<file path="src/rtl/alu_share_arb.sv">
// Two-requester arbiter that time-shares one combinational ALU and buffers one tagged result.
// Optional macro ALU_ARB_RR_EN selects round-robin contention; default build is fixed priority (requester 0 wins).
module alu_share_arb #(
  parameter int WORD_LEN = 32
) (
  input  logic                clk,
  input  logic                rst,
  input  logic                req0_valid,
  output logic                req0_ready,
  input  logic [WORD_LEN-1:0] req0_a,
  input  logic [WORD_LEN-1:0] req0_b,
  input  logic [3:0]          req0_op,
  input  logic                req1_valid,
  output logic                req1_ready,
  input  logic [WORD_LEN-1:0] req1_a,
  input  logic [WORD_LEN-1:0] req1_b,
  input  logic [3:0]          req1_op,
  output logic [WORD_LEN-1:0] alu_a,
  output logic [WORD_LEN-1:0] alu_b,
  output logic [3:0]          alu_op,
  input  logic [WORD_LEN-1:0] alu_out,
  input  logic                alu_zero,
  input  logic                alu_lt,
  input  logic                alu_ge,
  output logic                rsp_valid,
  input  logic                rsp_ready,
  output logic                rsp_id,
  output logic [WORD_LEN-1:0] rsp_data,
  output logic [2:0]          rsp_flags
);

  logic grantValid;
  logic grantId;
  logic readyEn;
  logic canAccept;
  logic accept;

  assign grantValid = req0_valid | req1_valid;

`ifdef ALU_ARB_RR_EN
  logic lastId;

  always_comb begin
    grantId = ~req0_valid;
    if (req0_valid && req1_valid) grantId = ~lastId;
  end

  always_ff @(posedge clk or posedge rst) begin
    if (rst) begin
      lastId <= 1'b1;
    end else if (accept) begin
      lastId <= grantId;
    end
  end
`else
  assign grantId = ~req0_valid;
`endif

  // readyEn keeps both readies low from reset assertion until the first edge after release.
  assign canAccept  = readyEn && (!rsp_valid || rsp_ready);
  assign req0_ready = canAccept && grantValid && !grantId;
  assign req1_ready = canAccept && grantValid && grantId;
  assign accept     = req0_ready | req1_ready;

  // Grant does not depend on rsp_ready, so the ALU inputs have no path from it.
  always_comb begin
    alu_a  = '0;
    alu_b  = '0;
    alu_op = 4'b0000;
    if (grantValid) begin
      if (grantId) begin
        alu_a  = req1_a;
        alu_b  = req1_b;
        alu_op = req1_op;
      end else begin
        alu_a  = req0_a;
        alu_b  = req0_b;
        alu_op = req0_op;
      end
    end
  end

  always_ff @(posedge clk or posedge rst) begin
    if (rst) begin
      readyEn   <= 1'b0;
      rsp_valid <= 1'b0;
      rsp_id    <= 1'b0;
      rsp_data  <= '0;
      rsp_flags <= 3'b000;
    end else begin
      readyEn <= 1'b1;
      if (accept) begin
        rsp_valid <= 1'b1;
        rsp_id    <= grantId;
        rsp_data  <= alu_out;
        rsp_flags <= {alu_zero, alu_lt, alu_ge};
      end else if (rsp_ready) begin
        rsp_valid <= 1'b0;
      end
    end
  end

endmodule

</file>
<file path="config.mk">
export PLATFORM = sky130hd
export DESIGN_NAME = alu_share_arb
export DESIGN_NICKNAME = d
export VERILOG_FILES = /design/src/rtl/alu_share_arb.sv
export SDC_FILE = /design/constraint.sdc
export NUM_CORES = 1
export LEC_CHECK = 0
export ABC_AREA = 1
export BUFFER_PORTS_ARGS = -buffer_cell sky130_fd_sc_hd__buf_2
export CORE_AREA = 3 3 109 111
export DETAILED_ROUTE_END_ITERATION = 7
export DIE_AREA = 0 0 112 114
export GPL_ROUTABILITY_DRIVEN = 1
export GPL_TIMING_DRIVEN = 0
export PLACE_DENSITY = 0.53
export SLEW_MARGIN = 10
export SYNTH_ARGS = -nofsm -noshare
export SYNTH_HDL_FRONTEND = slang
export SYNTH_SLANG_ARGS = --single-unit
</file>
<file path="constraint.sdc">
create_clock -name clk -period 3 [get_ports clk]
set_input_delay 0.3 -clock clk [delete_from_list [all_inputs] [get_ports clk]]
set_output_delay 0.3 -clock clk [all_outputs]
set_load 0.01 [all_outputs]
</file>
Yosys cells after proc, flatten, opt, wreduce, memory -nomap -nowiden
Index checks and enable logic that the tools add are counted.
- mux-type cells: 8
- bitwise logic cells: 3
- reductions and logical operators: 7
- operators by type and width (cell ; count):
    $mux W32 ; 4
    $mux W4 ; 2
    $logic_and A1 B1 Y1 ; 4
    $mux W1 ; 2
    $or A1 B1 Y1 ; 2
    $reduce_bool A2 Y1 ; 1
    $logic_not A1 Y1 ; 1
    $logic_or A1 B1 Y1 ; 1
    $not A1 Y1 ; 1
- register bits: 38
- logic and storage cells: 23

Longest topological paths before layout
- depth after elaboration: 7
- mapped depth: 8
- gate-level depth less buffers: 5

Worst setup path before layout
Ideal clock, no wire load.
- path type: input -> output
- start: input port req1_valid
- end: output port alu_b[25]
- path buffers: 3
- stages on the path: 5
- setup slack: 1.708 ns
- arrival: 0.992 ns
- cell sequence: buf_2 > buf_2 > buf_2 > nand3_1 > nand2_1
- cells in the longest elaborated chain, start to end: 2
- RTL lines (item ; RTL line ; text):
    from (decl) ; 13 ; input logic req1_valid,
    $or A1 B1 Y1 ; 38 ; assign grantValid = req0_valid | req1_valid;
    $mux W32 ; 70 ; if (grantValid) begin
    to (decl) ; 19 ; output logic [WORD_LEN-1:0] alu_b,
Every way passes these cells.

Worst setup path in the final report
- start: register rsp_valid
- end: output port req1_ready
- cells in the longest elaborated chain, start to end: 5
- RTL lines (item ; RTL line ; text):
    from (decl) ; 25 ; output logic rsp_valid,
    from (signal assigned) ; 86 ; rsp_valid <= 1'b0;
    from (signal assigned) ; 93 ; rsp_valid <= 1'b1;
    from (signal assigned) ; 98 ; rsp_valid <= 1'b0;
    $logic_not A1 Y1 ; 60 ; assign canAccept = readyEn && (!rsp_valid || rsp_ready);
    $logic_or A1 B1 Y1 ; 60 ;
    $logic_and A1 B1 Y1 ; 60 ;
    $logic_and A1 B1 Y1 (2 in a row) ; 62 ; assign req1_ready = canAccept && grantValid && grantId;
    to (decl) ; 14 ; output logic req1_ready,
Every way passes these cells.

==> qor.csv <==
stage,metric,value,unit
grt,largest net degree at the start of global routing,39,
final_layout,area grow syn2layout,67.5,%
grt,total track usage,0.178,
yosys,Synth Area in Compound Gates,0.0659,
place,Final Wtd Congestion,0.952,
timing,Fin. Hold Viols,0,
worst_setup_path,Crit path max-delay family,buffers and inverters,
worst_setup_path,WP data required,2700,ps
pwr,sw frac,0.344,
detailed_routing,Post-DRT Antenna Nets,0,
yosys,"Seq/Total Area, Yosys",0.380,
detailed_routing,total number of vias,3563,
worst_setup_path,CP Capture Type,output pin,
yosys,Syn Std Cell Area,0.00250,sq mm
detailed_routing,total wire length,12200,microns
detailed_routing,met2 wire length,6180,microns
clocking,CTS Hold Bufs,0,
worst_setup_path,CP Class,reg2out,
final_layout,share of cells above drive strength 1,0.461,
clocking,CTS tree,yes,
detailed_routing,drt wl/cell,14.8,microns
final_layout,final instance area,0.00420,sq mm
clocking,"CTS clk-pin slew, worst paths",80,ps
grt,total grt overflow,0,
yosys,"FF+latch count, synth",38,
die,Cell Rows,38,
grt,first-pass GRT wire length,18400,microns
yosys,post-synthesis xor/xnor area fraction,0,
worst_setup_path,worst path cell trace,nand2_1 > buf_2 > nand3_1 > inv_1 > buf_2,
timing,Max-slew headroom,0.462,
status,status,"finished, final reports clean",
yosys,combinational family with the most area after synthesis,simple AND/OR/NAND/NOR gates,
place,dpl ws,1340,ps
worst_setup_path,Crit-path slowest cell,dfrtp_1,
timing,Setup Viol. Count Final,0,
yosys,simple-gate share of the synthesized area,0.470,
pwr,PwrDens,401,mW/mm^2
detailed_routing,Remaining DRCs,0,
pwr,Internal,0.00110,W
timing,Setup Skew,3.23,ps
clocking,Skew-Pair Late Insertion Delay,290,ps
clocking,clock buffer count from CTS,5,
timing,fin crit share,0.541,
pwr,Psw,0.000580,W
timing,Final WS setup,1380,ps
detailed_routing,routed vias/inst,4.30,
timing,Final Max Slew Viols,0,
detailed_routing,met1 WL,4750,microns
pwr,register share of total power,0.378,
clocking,CTS Buffer Depth,2,
worst_setup_path,CP max FO,10,
final_layout,Non-Filler Instances,828,
detailed_routing,met3 wire len,1140,microns
timing,post-route minimum period,1620,ps
die,DIE AREA,0.0128,sq mm
timing,Fmax,616,MHz
clocking,clock sink count,38,
clocking,Root Buffer,clkbuf_8,
die,Die Ht,114,microns
yosys,mean area per synthesized cell,6.29,sq um
run,max-cap violation count,0,
die,die width,112,microns
yosys,Synth top area share,0.380,
timing,setup TNS,0,ps
die,initial core utilization,0.230,
place,PortBufs,280,
timing,worst-margin pin slew,806,ps
pwr,clock power share,0.246,
yosys,post-synthesis mux area share,0,
worst_setup_path,Critical Path Most Common Cell,buf_2,
die,I/O pin count,283,
pwr,Combinational Power Share,0.377,
final_layout,Final Net Count,861,
yosys,Synth Area in Adders,0,
clocking,# resized after CTS,0,
worst_setup_path,Crit path largest cell delay,370,ps
yosys,Mapped Cells,398,
grt,vias in the first global route,3590,
yosys,synth warn,0,
place,Post-DP HPWL,10200,microns
pwr,VDD IR-drop max,0.000427,V
place,Cells after DPL,818,
worst_setup_path,CP bufs+invs,3,
detailed_routing,Starting DRT DRC Count,228,
worst_setup_path,crit start category,flop,
yosys,Yosys cell types,14,
die,Core Region,0.0109,sq mm
pwr,leakage,2.62,nW
yosys,Synth area leaders,"dfrtp_1 38%, nand2_1 22%, nand3_1 14%, nor2_1 10%, a21oi_1 6.6%",
detailed_routing,Top Metal Used,met5,
place,Post-DP Area,0.00408,sq mm
worst_setup_path,Worst EP arrival,1320,ps
detailed_routing,DRT Pass-1 Iters,4,
clocking,setup bufs post-CTS,0,
clocking,CTS H-tree lvls,2,
timing,RSZ-0062 raised after global routing,false,
yosys,"area leader, netlist",dfrtp_1,
worst_hold_path,Hold Path Class,in2async,
yosys,Syn Nets,574,
grt,initial antenna violation count,4,
==> worst paths after layout <==
check | cells past startpoint | start | end | slack [ps]
setup / recovery | 5 | rsp_valid$_DFFE_PP0P_ | req1_ready | 1380
hold / removal | 2 | rst | rsp_data[26]$_DFFE_PP0P_ | 160
setup reg to reg | 5 | rsp_valid$_DFFE_PP0P_ | rsp_data[11]$_DFFE_PP0P_ | 1790
hold reg to reg | 2 | rsp_data[28]$_DFFE_PP0P_ | rsp_data[28]$_DFFE_PP0P_ | 470
max in group asynchronous | 2 | rst | rsp_data[25]$_DFFE_PP0P_ | 2330
min in group clk | 3 | alu_out[18] | rsp_data[18]$_DFFE_PP0P_ | 240
==> layout by cell type, fill, tap and decap left out, types with 4 or more instances in the layout <==
cell type	synthesis	layout
buf_2	17	297
nand2_1	145	145
nand3_1	71	71
nor2_1	68	68
dfrtp_1	38	38
a21oi_1	33	33
clkbuf_1	10	10
clkbuf_8	0	8
buf_4	4	4
inv_1	5	4
==> power groups by stage <==
| stage | Combinational [W] | Sequential [W] | Clock (W) |
|---|---|---|---|
| final | 0.000634 | 0.000637 | 0.000414 |
| after global routing | 0.000712 | 0.000649 | 0.000450 |
| after CTS | 0.000646 | 0.000637 | 0.000428 |
| after detailed placement | 0.000646 | 0.000644 | 0 |
| after global placement | 0.000642 | 0.000642 | 0 |
| after floorplan | 0.000269 | 0.000684 | 0 |
==> stage by stage <==
stage	util	power (W)	hold WS, ps
2_1_floorplan	-	0.000953	445
3_3_place_gp	0.375	0.00128	450
3_5_place_dp	0.375	0.00129	455
4_1_cts	0.385	0.00171	194
5_1_grt	0.385	0.00181	229
6_report	0.385	0.00168	164
==> area by class of cell <==
cell class / count / area (sq um)
Fill cell: 1221 / 6690
Timing Repair Buffer: 280 / 1400
Multi-Input combinational cell: 320 / 1350
Sequential cell: 38 / 951
Buffer: 34 / 186
Tap cell: 140 / 175
Clock buffer: 8 / 110
Inverter: 6 / 22.5
Antenna cell: 2 / 5.00
==> synth_stat cells <==
cell type and count:
buf_4 4, buf_6 3, nor2_4 1, buf_2 17, nand3_1 71, conb_1 1, dfrtp_1 38, nand2_1 145
nand3_2 1, clkbuf_1 10, nor2_1 68, a21oi_1 33, inv_2 1, inv_1 5
==> sequential cells by signal, summed over array words and instances, names as in the netlist <==
signal / cells
rsp_valid: 1
rsp_flags: 3
rsp_id: 1
rsp_data: 32
readyEn: 1
==> metal layers <==
metal | up-vias | GRT usage
met2 | 160 | 0.331
met5 | - | 0
met4 | 4 | 0.0313
met3 | 13 | 0.0541
met1 | 1547 | 0.205
li1 | 1839 | -
==> logic make-up after synthesis <==
kind of cell           after synthesis
AND/OR/NAND/NOR                    286
buffers and inverters               40
flip-flops                          38
AO/OA/AOI/OAI                       33
other                                1
(Power assumes the default switching activity.)
